<file path="config.mk">
export PLATFORM = sky130hd
export DESIGN_NAME = apb_timer_periph
export DESIGN_NICKNAME = d
export VERILOG_FILES = /design/src/rtl/apb_timer_periph.sv
export SDC_FILE = /design/constraint.sdc
export NUM_CORES = 1
export LEC_CHECK = 0
export CORE_UTILIZATION = 57
export CTS_BUF_LIST = sky130_fd_sc_hd__clkbuf_16
export CTS_CLUSTER_SIZE = 28
export DETAILED_ROUTE_END_ITERATION = 6
export MAX_ROUTING_LAYER = met4
export PLACE_DENSITY = 0.78
export SYNTH_ARGS = -nofsm -noshare
export SYNTH_HDL_FRONTEND = slang
export SYNTH_SLANG_ARGS = --single-unit
</file>
<file path="constraint.sdc">
create_clock -name PCLK -period 2.7 [get_ports PCLK]
set_clock_uncertainty 0.05 [all_clocks]
set_input_delay 0.405 -clock PCLK [delete_from_list [all_inputs] [get_ports PCLK]]
set_output_delay 0.405 -clock PCLK [all_outputs]
set_load 0.05 [all_outputs]
</file>
<file path="src/rtl/apb_timer_periph.sv">
// APB-mapped timer: prescaler, auto-reload up-counter, match flag and level interrupt.
// Zero-wait-state slave; all state updates on the rising edge of PCLK.
module apb_timer_periph #(
  parameter int unsigned WIDTH = 32
) (
  input  logic        PCLK,
  input  logic        PRESET,
  input  logic [4:0]  PADDR,
  input  logic        PSEL,
  input  logic        PENABLE,
  input  logic        PWRITE,
  input  logic [31:0] PWDATA,
  output logic [31:0] PRDATA,
  output logic        PREADY,
  output logic        irq
);

  typedef enum logic [2:0] {
    REG_TCR  = 3'd0,
    REG_PSC  = 3'd1,
    REG_ARR  = 3'd2,
    REG_TCNT = 3'd3,
    REG_TSR  = 3'd4
  } reg_sel_e;

  logic             r_en;
  logic             r_oneshot;
  logic             r_ie;
  logic [WIDTH-1:0] r_psc;
  logic [WIDTH-1:0] r_arr;
  logic [WIDTH-1:0] r_tcnt;
  logic [WIDTH-1:0] r_pcnt;
  logic             r_mf;
  logic             r_irq;

  logic [2:0]       w_sel;
  logic             w_access;
  logic             w_wr;
  logic             w_rd;
  logic             w_wr_tcr;
  logic             w_wr_psc;
  logic             w_wr_arr;
  logic             w_mf_w1c;
  logic             w_clr;
  logic             w_tick;
  logic             w_match;
  logic             w_unused;

  assign w_sel    = PADDR[4:2];
  assign w_unused = ^PADDR[1:0];
  assign w_access = PSEL & PENABLE;
  assign w_wr     = w_access & PWRITE;
  assign w_rd     = w_access & ~PWRITE;

  assign w_wr_tcr = w_wr && (w_sel == REG_TCR);
  assign w_wr_psc = w_wr && (w_sel == REG_PSC);
  assign w_wr_arr = w_wr && (w_sel == REG_ARR);
  assign w_mf_w1c = w_wr && (w_sel == REG_TSR) && PWDATA[0];
  assign w_clr    = w_wr_tcr & PWDATA[1];

  // A CLR write suppresses the tick, so no match (and no MF) on that edge.
  assign w_tick   = r_en && (r_pcnt == r_psc) && !w_clr;
  assign w_match  = w_tick && (r_tcnt == r_arr);

  assign PREADY   = w_access;
  assign irq      = r_irq;

  always_ff @(posedge PCLK) begin
    if (PRESET) begin
      r_en      <= 1'b0;
      r_oneshot <= 1'b0;
      r_ie      <= 1'b0;
    end else if (w_wr_tcr) begin
      r_en      <= PWDATA[0];
      r_oneshot <= PWDATA[2];
      r_ie      <= PWDATA[3];
    end else if (w_match && r_oneshot) begin
      r_en      <= 1'b0;
    end
  end

  always_ff @(posedge PCLK) begin
    if (PRESET) begin
      r_psc <= '0;
      r_arr <= '0;
    end else begin
      if (w_wr_psc) r_psc <= PWDATA[WIDTH-1:0];
      if (w_wr_arr) r_arr <= PWDATA[WIDTH-1:0];
    end
  end

  // TCNT free-runs through 2^WIDTH-1 when ARR is below it; only equality reloads.
  always_ff @(posedge PCLK) begin
    if (PRESET || w_clr) begin
      r_pcnt <= '0;
      r_tcnt <= '0;
    end else if (r_en) begin
      if (w_tick) begin
        r_pcnt <= '0;
        r_tcnt <= w_match ? '0 : r_tcnt + WIDTH'(1);
      end else begin
        r_pcnt <= r_pcnt + WIDTH'(1);
      end
    end
  end

  always_ff @(posedge PCLK) begin
    if (PRESET) begin
      r_mf  <= 1'b0;
      r_irq <= 1'b0;
    end else begin
      if (w_match)       r_mf <= 1'b1;
      else if (w_mf_w1c) r_mf <= 1'b0;
      r_irq <= r_mf & r_ie;
    end
  end

  always_comb begin
    PRDATA = '0;
    if (w_rd) begin
      case (w_sel)
        REG_TCR:  PRDATA = {28'd0, r_ie, r_oneshot, 1'b0, r_en};
        REG_PSC:  PRDATA = 32'(r_psc);
        REG_ARR:  PRDATA = 32'(r_arr);
        REG_TCNT: PRDATA = 32'(r_tcnt);
        REG_TSR:  PRDATA = {31'd0, r_mf};
        default:  PRDATA = '0;
      endcase
    end
  end

endmodule

</file>
== Word-level counts from Yosys, hierarchy flattened ==
Cells that the tools add are included.

* Bits in registers: 133
* Latch bits: 0
* Bits in writable memories: 0
* Memory bits (read-only): 0
* Input bits: 42
* Output and inout port bits: 34
* Word-level logic and storage cells: 46
* Memories: 0

* Add/sub/neg operators: 2
* Multiply operators: 0
* Divide/modulo/power cells: 0
* Magnitude comparators: 0
* Equal/unequal tests: 6
* Shift-type cells: 0
* Mux-type cells: 8
* Bitwise operators: 6
* Reduce and logical (&&, ||, !) cells: 15

{| class="wikitable"
|+ Operators by type and width
! operator !! number
|-
| one-hot mux 32 bit (5 select lines) || 1
|-
| 2-to-1 mux 32 bit || 3
|-
| adder 32 x 1 -> 32 bit, second input constant || 2
|-
| == test 32 bit || 2
|-
| logical AND 1 bit || 9
|-
| == test 3 x 2 -> 1 bit, second input constant || 2
|-
| bitwise AND 1 bit || 5
|-
| 2-to-1 mux 1 bit || 4
|-
| nonzero test 2 bit || 2
|-
| == test 3 x 1 -> 1 bit, second input constant || 1
|-
| == test 3 bit, second input constant || 1
|-
| zero test 3 bit || 1
|-
| AND reduction 2 bit || 1
|-
| zero test 1 bit || 1
|-
| logical OR 1 bit || 1
|-
| NOT 1 bit || 1
|}

== Logic depth before layout (Yosys ltp) ==
Gate-level depths: netlist of the first run.

* Word-level depth: 10
* Gate-level depth with buffers: 8
* Depth with buffers taken out: 7

== Least setup slack after synthesis of the first run ==
OpenSTA, ideal clock, no wires.

* Path kind: input to output
* Start: input PADDR[2]
* End: output PRDATA[0]
* Arrival: 2,378 ps
* Path slack: -133 ps
* Stages: 6
* Buffers on the path: 2
* Path through: clkbuf_1 -> clkbuf_1 -> nand3b_1 -> a21oi_1 -> nor2_1 -> nor3_1

* Word-level cells in the longest chain between the ends: 3

{| class="wikitable"
|+ Ends and longest elaborated chain
! element !! line !! source
|-
| start, declared || 8 || <nowiki>input logic [4:0] PADDR,</nowiki>
|-
| == test 3 bit, or another cell as far along || 121 || <nowiki>case (w_sel)</nowiki>
|-
| one-hot mux 32 bit (5 select lines) * || 121 ||
|-
| 2-to-1 mux 32 bit * || 120 || <nowiki>if (w_rd) begin</nowiki>
|-
| end, declared || 13 || <nowiki>output logic [31:0] PRDATA,</nowiki>
|}

Mark *: on every way between the ends. The rest lies on a longest branch, timed or not.

== Worst setup path in the final report of the first run ==
* Start: register r_pcnt[6]
* End: register r_tcnt[29]

* Word-level cells in the longest chain between the ends: 5

{| class="wikitable"
|+ Ends and longest elaborated chain
! element !! line !! source
|-
| start, declared || 32 || <nowiki>logic [WIDTH-1:0] r_pcnt;</nowiki>
|-
| start signal, assigned || 102 || <nowiki>r_pcnt <= r_pcnt + WIDTH'(1);</nowiki>
|-
| == test 32 bit * || 62 || <nowiki>assign w_tick = r_en && (r_pcnt == r_psc) && !w_clr;</nowiki>
|-
| logical AND 1 bit * (2 in series) || 62 ||
|-
| logical AND 1 bit || 63 || <nowiki>assign w_match = w_tick && (r_tcnt == r_arr);</nowiki>
|-
| 2-to-1 mux 32 bit || 100 || <nowiki>r_tcnt <= w_match ? '0 : r_tcnt + WIDTH'(1);</nowiki>
|-
| end signal, assigned || 100 ||
|-
| end, declared || 31 || <nowiki>logic [WIDTH-1:0] r_tcnt;</nowiki>
|}

Marks and branches as above.
A chain may end at the register's enable or synchronous reset.

==> results of run 1 <==
-- sequential cells by signal (all words and copies together), names as in the netlist --
signal     cells
r_oneshot      1
r_mf           1
r_ie           1
r_psc         32
r_arr         32
r_pcnt        32
r_tcnt        32
irq            1
r_en           1
-- final timing paths --
| check | cells past startpoint | to | from | slack, ps |
|---|---|---|---|---|
| setup / recovery | 7 | r_tcnt[29]$_SDFFE_PP0P_ | r_pcnt[6]$_SDFFE_PP0P_ | 60 |
| hold / removal | 3 | r_pcnt[1]$_SDFFE_PP0P_ | PRESET | 340 |
| setup reg to reg | 7 | r_tcnt[29]$_SDFFE_PP0P_ | r_pcnt[6]$_SDFFE_PP0P_ | 60 |
| hold reg to reg | 2 | irq$_SDFF_PP0_ | r_mf$_SDFFE_PP0P_ | 400 |
-- layout by cell type (no fill, tap or decap), types with 3 or more instances in the layout --
master	netlist	layout
a21oi_1	86	85
a22oi_1	30	30
and2_1	3	3
and3_1	14	14
buf_12	0	35
buf_4	0	46
bufinv_16	0	4
clkbuf_16	0	18
clkdlybuf4s50_1	0	39
clkinv_1	0	4
dfxtp_1	133	133
inv_1	10	13
mux2_2	30	30
mux2i_1	3	3
nand2_1	156	156
nand2b_1	3	3
nand3_1	27	27
nand3b_1	3	3
nand4_1	22	22
nor2_1	86	71
nor2_2	0	15
nor3_1	5	4
nor3_2	2	3
nor4_1	29	25
nor4_2	2	6
o21ai_0	9	9
o31ai_1	12	12
or3_1	14	13
or4_1	11	11
xnor2_1	21	21
xor2_1	84	84
-- routing by layer --
| metal | up-vias | part of all wire, % | track usage [%] |
|---|---|---|---|
| met1 | 3351 | 41 | 44.71 |
| met5 | - | 0 | - |
| li1 | 3224 | - | - |
| met3 | 61 | 7.3 | 6.909 |
| met2 | 312 | 48 | 60.53 |
| met4 | 0 | 4.1 | 17.72 |
-- per-stage QoR --
step                      power (mW)  util [%]  TNS [ps]  setup slack, ps  area (um2)
after floorplan                2.137         -         0            142.7        7083
after global placement         2.275     70.64     -1366           -123.6        8484
after detailed placement       2.279     70.64     -2726           -175.5        8484
after CTS                      4.607     75.71         0            7.892        9094
after global routing           4.733     76.43    -30.40           -16.98        9180
final                          4.615     76.43         0            64.72        9180
-- power groups by stage --
stage               logic [mW]  clock network, mW  registers [mW]
finish                   0.278               2.36            1.98
global placement         0.254                  0            2.02
CTS                      0.261               2.37            1.98
global route             0.288               2.47            1.98
floorplan                0.118                  0            2.02
detailed placement       0.258                  0            2.02
-- cell families (layout without fill, tap and decap cells) --
group           after synthesis  in the layout  synth area share (%)
fa+ha+maj                     2              2                0.3547
flops                       133            133                 37.75
mux                          35             35                 5.854
compound gates              143            143                 11.97
xor+xnor                    106            106                 13.27
buf+inv                      67            167                 3.920
simple gates                393            393                 26.88
-- area by class of cell --
type                    count  area (um2)
clock inverters            15       171.4
repair buffers            125        1501
multi-input cells         679        4198
clock buffers              17       425.4
well taps                 147       183.9
fillers                   865        2831
flip-flops and latches    133        2663
inverters                  10       37.54
-- worst max-delay path, stage by stage (launching register included) --
cell     delay (ps)
dfxtp_1         400
xor2_1          180
nor4_2          330
nand4_1         290
buf_4           240
or3_4           400
or4_1           520
a21oi_1         150
-- timing repair --
item | CTS | global route
pin swaps | 1 | 2
resized for setup | 4 | 14
gates cloned | 0 | 1
endpoints found under the setup margin | 22 | 31
==> results.yml, run 1 <==
pwr:
  switching_share_pct: 21.89
  p_int_mw: 3.605
  p_per_area_nw_per_um2: 502.7
  power.switching_mw: 1.010
  leakagePower_nw: 3.585
  pwr-share-seq_pct: 42.9
  p_clk_share_pct: 51.1
  peakVddDrop_mv: 0.3881
  combPwrFrac_pct: 6.0
placed_design:
  dp_cells: 1093
  place_congestion: 0.9434
  dpl.hpwl_mm: 16.66
  io_buffers: 73
timing:
  tightest_slew_ps: 730.2
  period_minus_slack_ps: 2635
  final_hold_viol_count: 0
  slew_violations: 0
  slew_headroom_pct: 51.32
  fin_hold_ws_ps: 338.2
  setup_violations: 0
  fin_crit_sh_pct: 97.60
  rsz0062_at_grt: "yes"
  fmax_ghz: 0.3795
logic_synthesis:
  yosysWarnings: 0
  async_flop_share_pct: 0
  synthesis.area_um2: 7053
  synth.area.top_cells: "dfxtp_1, xor2_1, nand2_1"
  synth_commonest_cells: "nand2_1, dfxtp_1, a21oi_1, nor2_1, xor2_1"
  synth_top_area_cell: "dfxtp_1"
  synth-edff-count: 0
  synth.distinct_cells: 49
  synth-seq-cells: 133
  yosysMostFrequentCell: "nand2_1"
  yosys.area.top_type_share_pct: 37.75
  ys_seq_area_share_pct: 37.75
  syn_inst: 879
  synthesis.nets: 923
  avgSynthCellArea_um2: 8.024
  synth_ff_type: "dfxtp_1"
floorplan:
  core_area_um2: 12010
  rows: 40
  io-pin-count: 76
  die-area_um2: 12820
  die_w_um: 113.2
  die_h_um: 113.2
  initial_core_util_pct: 58.72
route:
  drc: 0
  wire_per_inst_um: 20.30
  wl_mm: 22.86
  vias_per_cell: 6.171
  num_vias: 6948
  ant_nets: 0
  drtPass1Iterations: 5
  first_iter_violations: 756
clock_network:
  root_buffer: "clkbuf_16"
  cts_buffers: 17
  cts_max_level: 4
  cts_setup_buffers: 0
  cts_tree: "built"
  clk-insertion-delay-late_ps: 420
  cts.sinks: 133
  path_clk_slew_ps: 60
  cts_buffer_depth: 2
  ctsHoldBuffers: 0
critical_path:
  end_kind: "flip-flop"
  required_ps: 3000
  cp-start-kind: "flip-flop"
  crit_type: "flip-flop to flip-flop"
  worstPathMaxFanout: 5
  crit_arrival_ps: 2930
global_route:
  grt_pass1_vias: 6783
  grt_overflow_total: 0
  grt_max_degree: 70
  antenna_found_initial: 0
  grt_use_total_pct: 37.26
  grt_pass1_wl_mm: 35.13
cells_and_area:
  n_antenna_cell: 0
  syn_to_final_growth_pct: 30.16
  drive_above_1_share_pct: 18.28
  fin_nets: 1010
  instances_no_fill: 1126
flow_run:
  max_cap_viol_count: 0
outcome:
  status: "completed"
min_path:
  min-delay-path-class: "input pin to flip-flop"
(Power assumes the default switching activity.)
==> run 2: changes to the inputs <==
SETUP_SLACK_MARGIN = 0.1   (was not set)
==> results.yml, run 2 (same netlist as run 1, synthesis figures left out) <==
placed_design:
  place_ws_ps: -175.5
  dpl_cell_area_um2: 8484
  dpl.hpwl_mm: 16.66
  dp_cells: 1093
  io_buffers: 73
  place_congestion: 0.9434
critical_path:
  reg2reg_depth: 8
  slowest_stage: "clkdlybuf4s50_1"
  crit_arrival_ps: 2140
  startpoint: "PADDR[3]"
  path_buf_inv: 4
  crit_cells: 7
  r2r_end: "r_tcnt[30]$_SDFFE_PP0P_"
  cp-start-kind: "input pin"
  crit_type: "input pin to output port"
  required_ps: 2250
  ff2ff_setup_slack_ps: 130
  critical_path.max_stage_delay_ps: 610
  crit_top_cell: "buf_12"
  path_delay_family: "buffers and inverters"
  worstPathMaxFanout: 36
  worstReg2RegStart: "r_psc[4]$_SDFFE_PP0P_"
  cp_cell_sequence: "clkdlybuf4s50_1 > buf_8 > nor2b_4 > buf_12 > a22oi_1 > nor2_1 > buf_12"
  end_kind: "output port"
  endpoint: "PRDATA[16]"
cells_and_area:
  drive_above_1_share_pct: 20.20
  n_antenna_cell: 0
  regArea_um2: 2678
  instances_no_fill: 1127
  fillers: 861
  syn_to_final_growth_pct: 30.99
  postLayoutCellArea_um2: 9239
  multi_input_area_um2: 4252
  finish.utilization_pct: 76.92
  fin_nets: 1011
  final_cell_mix: "nand2_1, dfxtp_1, a21oi_1"
  final_common_cell: "nand2_1"
timing:
  fin_crit_sh_pct: 96.03
  rsz0062_at_grt: "yes"
  fin_ws_ps: 107.2
  slew_violations: 0
  period_minus_slack_ps: 2593
  setup_violations: 0
  final_hold_viol_count: 0
  slew_headroom_pct: 51.38
  tightest_slew_ps: 729.3
  fmax_ghz: 0.3857
clock_network:
  root_buffer: "clkbuf_16"
  cts_buffers: 17
  cts_tree: "built"
  ctsHoldBuffers: 0
  clk-insertion-delay-late_ps: 420
  path_clk_slew_ps: 50
  cts.sinks: 133
  cts_max_level: 4
  cts_buffer_depth: 2
route:
  drtPass1Iterations: 6
  first_iter_violations: 809
  ant_nets: 0
  wire_per_inst_um: 20.24
  drc: 0
  num_vias: 6978
  wl_mm: 22.82
  vias_per_cell: 6.192
floorplan:
  die-area_um2: 12820
  die_w_um: 113.2
  io-pin-count: 76
  die_h_um: 113.2
  core_area_um2: 12010
  rows: 40
  initial_core_util_pct: 58.72
min_path:
  min-delay-path-class: "input pin to flip-flop"
pwr:
  leakagePower_nw: 3.599
  peakVddDrop_mv: 0.3919
  p_per_area_nw_per_um2: 499.4
global_route:
  grt_pass1_vias: 6788
  grt_use_total_pct: 37.50
  grt_max_degree: 70
  grt_pass1_wl_mm: 35.29
  antenna_found_initial: 0
  grt_overflow_total: 0
outcome:
  status: "completed"
flow_run:
  max_cap_viol_count: 0
## run 2: changes by cell type in the layout (fill, tap and decap cells not counted), sizes merged
cell    before  now
buf         84   86
clkbuf      18   17
## run 2: how the worst min path moves through the flow
| stage | startpoint | to | slack, ps | cells after the start |
|---|---|---|---|---|
| 2_1_floorplan | r_mf$_SDFFE_PP0P_ | irq$_SDFF_PP0_ | 370 | 2 |
| 3_3_place_gp | r_ie$_SDFFE_PP0N_ | irq$_SDFF_PP0_ | 390 | 2 |
| 3_5_place_dp | r_mf$_SDFFE_PP0P_ | irq$_SDFF_PP0_ | 390 | 2 |
| 4_1_cts | PRESET | r_pcnt[1]$_SDFFE_PP0P_ | 320 | 3 |
| 5_1_grt | PRESET | r_pcnt[1]$_SDFFE_PP0P_ | 330 | 3 |
| 6_report | PRESET | r_pcnt[1]$_SDFFE_PP0P_ | 330 | 3 |
## run 2: what timing repair did
item,CTS,global route
gates resized for setup,11,27
setup buffers,2,0
hold endpoints to repair,0,0
setup endpoints to repair,43,35
pin swaps,3,12
## run 2: where the power goes
group	total, mW	switching (mW)	internal, mW
clock	2.36	0.844	1.52
sequential	1.98	0.00833	1.97
combinational	0.276	0.159	0.118
total	4.61	1.01	3.60
## run 2: routing by layer
metal / part of all wire (%) / track usage (%) / wire, um / vias to the layer above
li1: - / - / - / 3224
met1: 40 / 45.02 / 9118 / 3299
met2: 48 / 60.98 / 10970 / 378
met3: 7.9 / 6.963 / 1804 / 77
met4: 4.1 / 17.63 / 925 / 0
met5: 0 / - / 0 / -
## run 2: per-stage QoR
stage	setup TNS (ps)	hold slack, ps	total power, mW
after floorplan	0	369.3	2.137
after global placement	-1366	391.8	2.275
after detailed placement	-2726	391.8	2.279
after CTS	0	321.5	4.612
after global routing	0	332.1	4.735
final	0	325.7	4.614
## run 2: area by class of cell
cell class / instances / area share [%]
repair buffers: 126 / 16.14
well taps: 147 / 1.991
multi-input cells: 679 / 46.02
flip-flops and latches: 133 / 28.98
clock buffers: 17 / 4.605
clock inverters: 15 / 1.855
inverters: 10 / 0.4063
## run 2: tightest hold or removal path: cells and delay by family
family,cells,cell delay (ps)
buf+inv,1,100
compound gates,2,240
==> run 3: changes to the inputs <==
TNS_END_PERCENT = 5   (was not set)
==> results.yml, run 3 (same netlist as run 1, synthesis figures left out) <==
timing:
  final_hold_viol_count: 0
  setup_violations: 0
  period_minus_slack_ps: 2605
  slew_headroom_pct: 49.74
  rsz0062_at_grt: "yes"
  slew_violations: 0
  fin_crit_sh_pct: 96.49
  setup_tns_ps: 0
  fmax_ghz: 0.3838
  tightest_slew_ps: 754.0
clock_network:
  ctsHoldBuffers: 0
  cts.sinks: 133
  path_clk_slew_ps: 60
  cts_buffer_depth: 2
  cts_max_level: 4
  cts_buffers: 17
  root_buffer: "clkbuf_16"
  clk-insertion-delay-late_ps: 440
  cts_tree: "built"
route:
  first_iter_violations: 770
  drc: 0
  wire_per_inst_um: 20.01
  ant_nets: 0
  vias_per_cell: 6.141
  num_vias: 6933
  wl_mm: 22.59
  drtPass1Iterations: 6
critical_path:
  slowest_stage: "or4_1"
  end_kind: "flip-flop"
  worstPathMaxFanout: 5
  critical_path.max_stage_delay_ps: 530
  path_delay_family: "simple AND/OR/NAND/NOR gates"
  cp_cell_sequence: "xor2_1 > nor4_2 > nand4_1 > buf_4 > or3_4 > or4_1 > a21oi_1"
  cp-start-kind: "flip-flop"
  path_buf_inv: 1
  required_ps: 3010
  crit_type: "flip-flop to flip-flop"
  crit_arrival_ps: 2920
placed_design:
  dpl.hpwl_mm: 16.38
  place_congestion: 0.9136
  dp_cells: 1095
  io_buffers: 73
cells_and_area:
  fin_nets: 1012
  fillers: 874
  final_common_cell: "nand2_1"
  instances_no_fill: 1129
  final_cell_mix: "nand2_1, dfxtp_1, a21oi_1"
  drive_above_1_share_pct: 17.64
  syn_to_final_growth_pct: 30.60
pwr:
  leakagePower_nw: 3.604
  p_per_area_nw_per_um2: 528.2
  peakVddDrop_mv: 0.4473
global_route:
  grt_max_degree: 70
  grt_pass1_vias: 6644
  grt_overflow_total: 0
  grt_pass1_wl_mm: 35.12
  antenna_found_initial: 1
  grt_use_total_pct: 37.62
floorplan:
  die_w_um: 113.2
  core_area_um2: 12010
  io-pin-count: 76
  die-area_um2: 12820
  die_h_um: 113.2
  initial_core_util_pct: 58.72
  rows: 40
min_path:
  min-delay-path-class: "input pin to flip-flop"
outcome:
  status: "completed"
flow_run:
  max_cap_viol_count: 0
run 3: cell count changes in the layout (fill, tap and decap cells not counted), sizes merged:
cell,change
buf,+1
inv,-1
diode,+1
clkinv,-2
clkinvlp,+1
bufinv,+2
run 3: final timing paths:
path | endpoint | from | slack, ps | cells past startpoint
max | r_tcnt[29]$_SDFFE_PP0P_ | r_psc[5]$_SDFFE_PP0P_ | 90 | 7
max reg2reg | r_tcnt[29]$_SDFFE_PP0P_ | r_psc[5]$_SDFFE_PP0P_ | 90 | 7
min | r_pcnt[1]$_SDFFE_PP0P_ | PRESET | 330 | 3
min reg2reg | irq$_SDFF_PP0_ | r_mf$_SDFFE_PP0P_ | 410 | 2
run 3: per-stage QoR:
step	worst slack [ps]	utilization (%)	hold slack (ps)	power [mW]	instance area, um2
final	94.69	76.69	332.6	4.865	9211
after global routing	36.24	76.69	341.6	4.965	9211
after CTS	59.52	76.32	322.6	4.847	9168
after detailed placement	-181.6	70.66	392.9	2.282	8487
after global placement	-106.8	70.66	390.3	2.279	8487
after floorplan	-72.35	-	369.3	2.136	7058
run 3: layer usage:
metal,global-route usage (%),up-vias,wire length [um]
met5,-,-,0
met4,18.95,0,969
met3,6.695,69,1728
met2,60.61,357,10760
met1,45.30,3270,9132
li1,-,3237,-
run 3: timing repair:
item,4_1_cts,5_1_grt
setup endpoints to repair,36,41
endpoints found under the hold margin,0,0
resized for setup,6,10
pin swaps,1,6
setup buffers,0,1
run 3: area by class of cell:
class                           count  area, um2  share of cell area [%]
Timing Repair Buffer              127       1511                   16.41
Sequential cell                   133       2666                   28.95
Tap cell                          147      183.9                   1.997
Clock inverter                     15      235.2                   2.554
Inverter                           10      37.54                  0.4075
Clock buffer                       17      425.4                   4.618
Multi-Input combinational cell    679       4149                   45.04
Antenna cell                        1      2.502                 0.02717
run 3: where the power goes:
group,internal (mW),switching [mW]
combinational,0.119,0.157
sequential,1.97,0.00813
clock,1.72,0.892
run 3: worst register-to-register path: cells and delay by family (launching register included):
family	cells	cell delay [ps]
buf+inv	1	230
simple gates	4	1510
xor+xnor	1	220
compound gates	1	170
flops	1	350
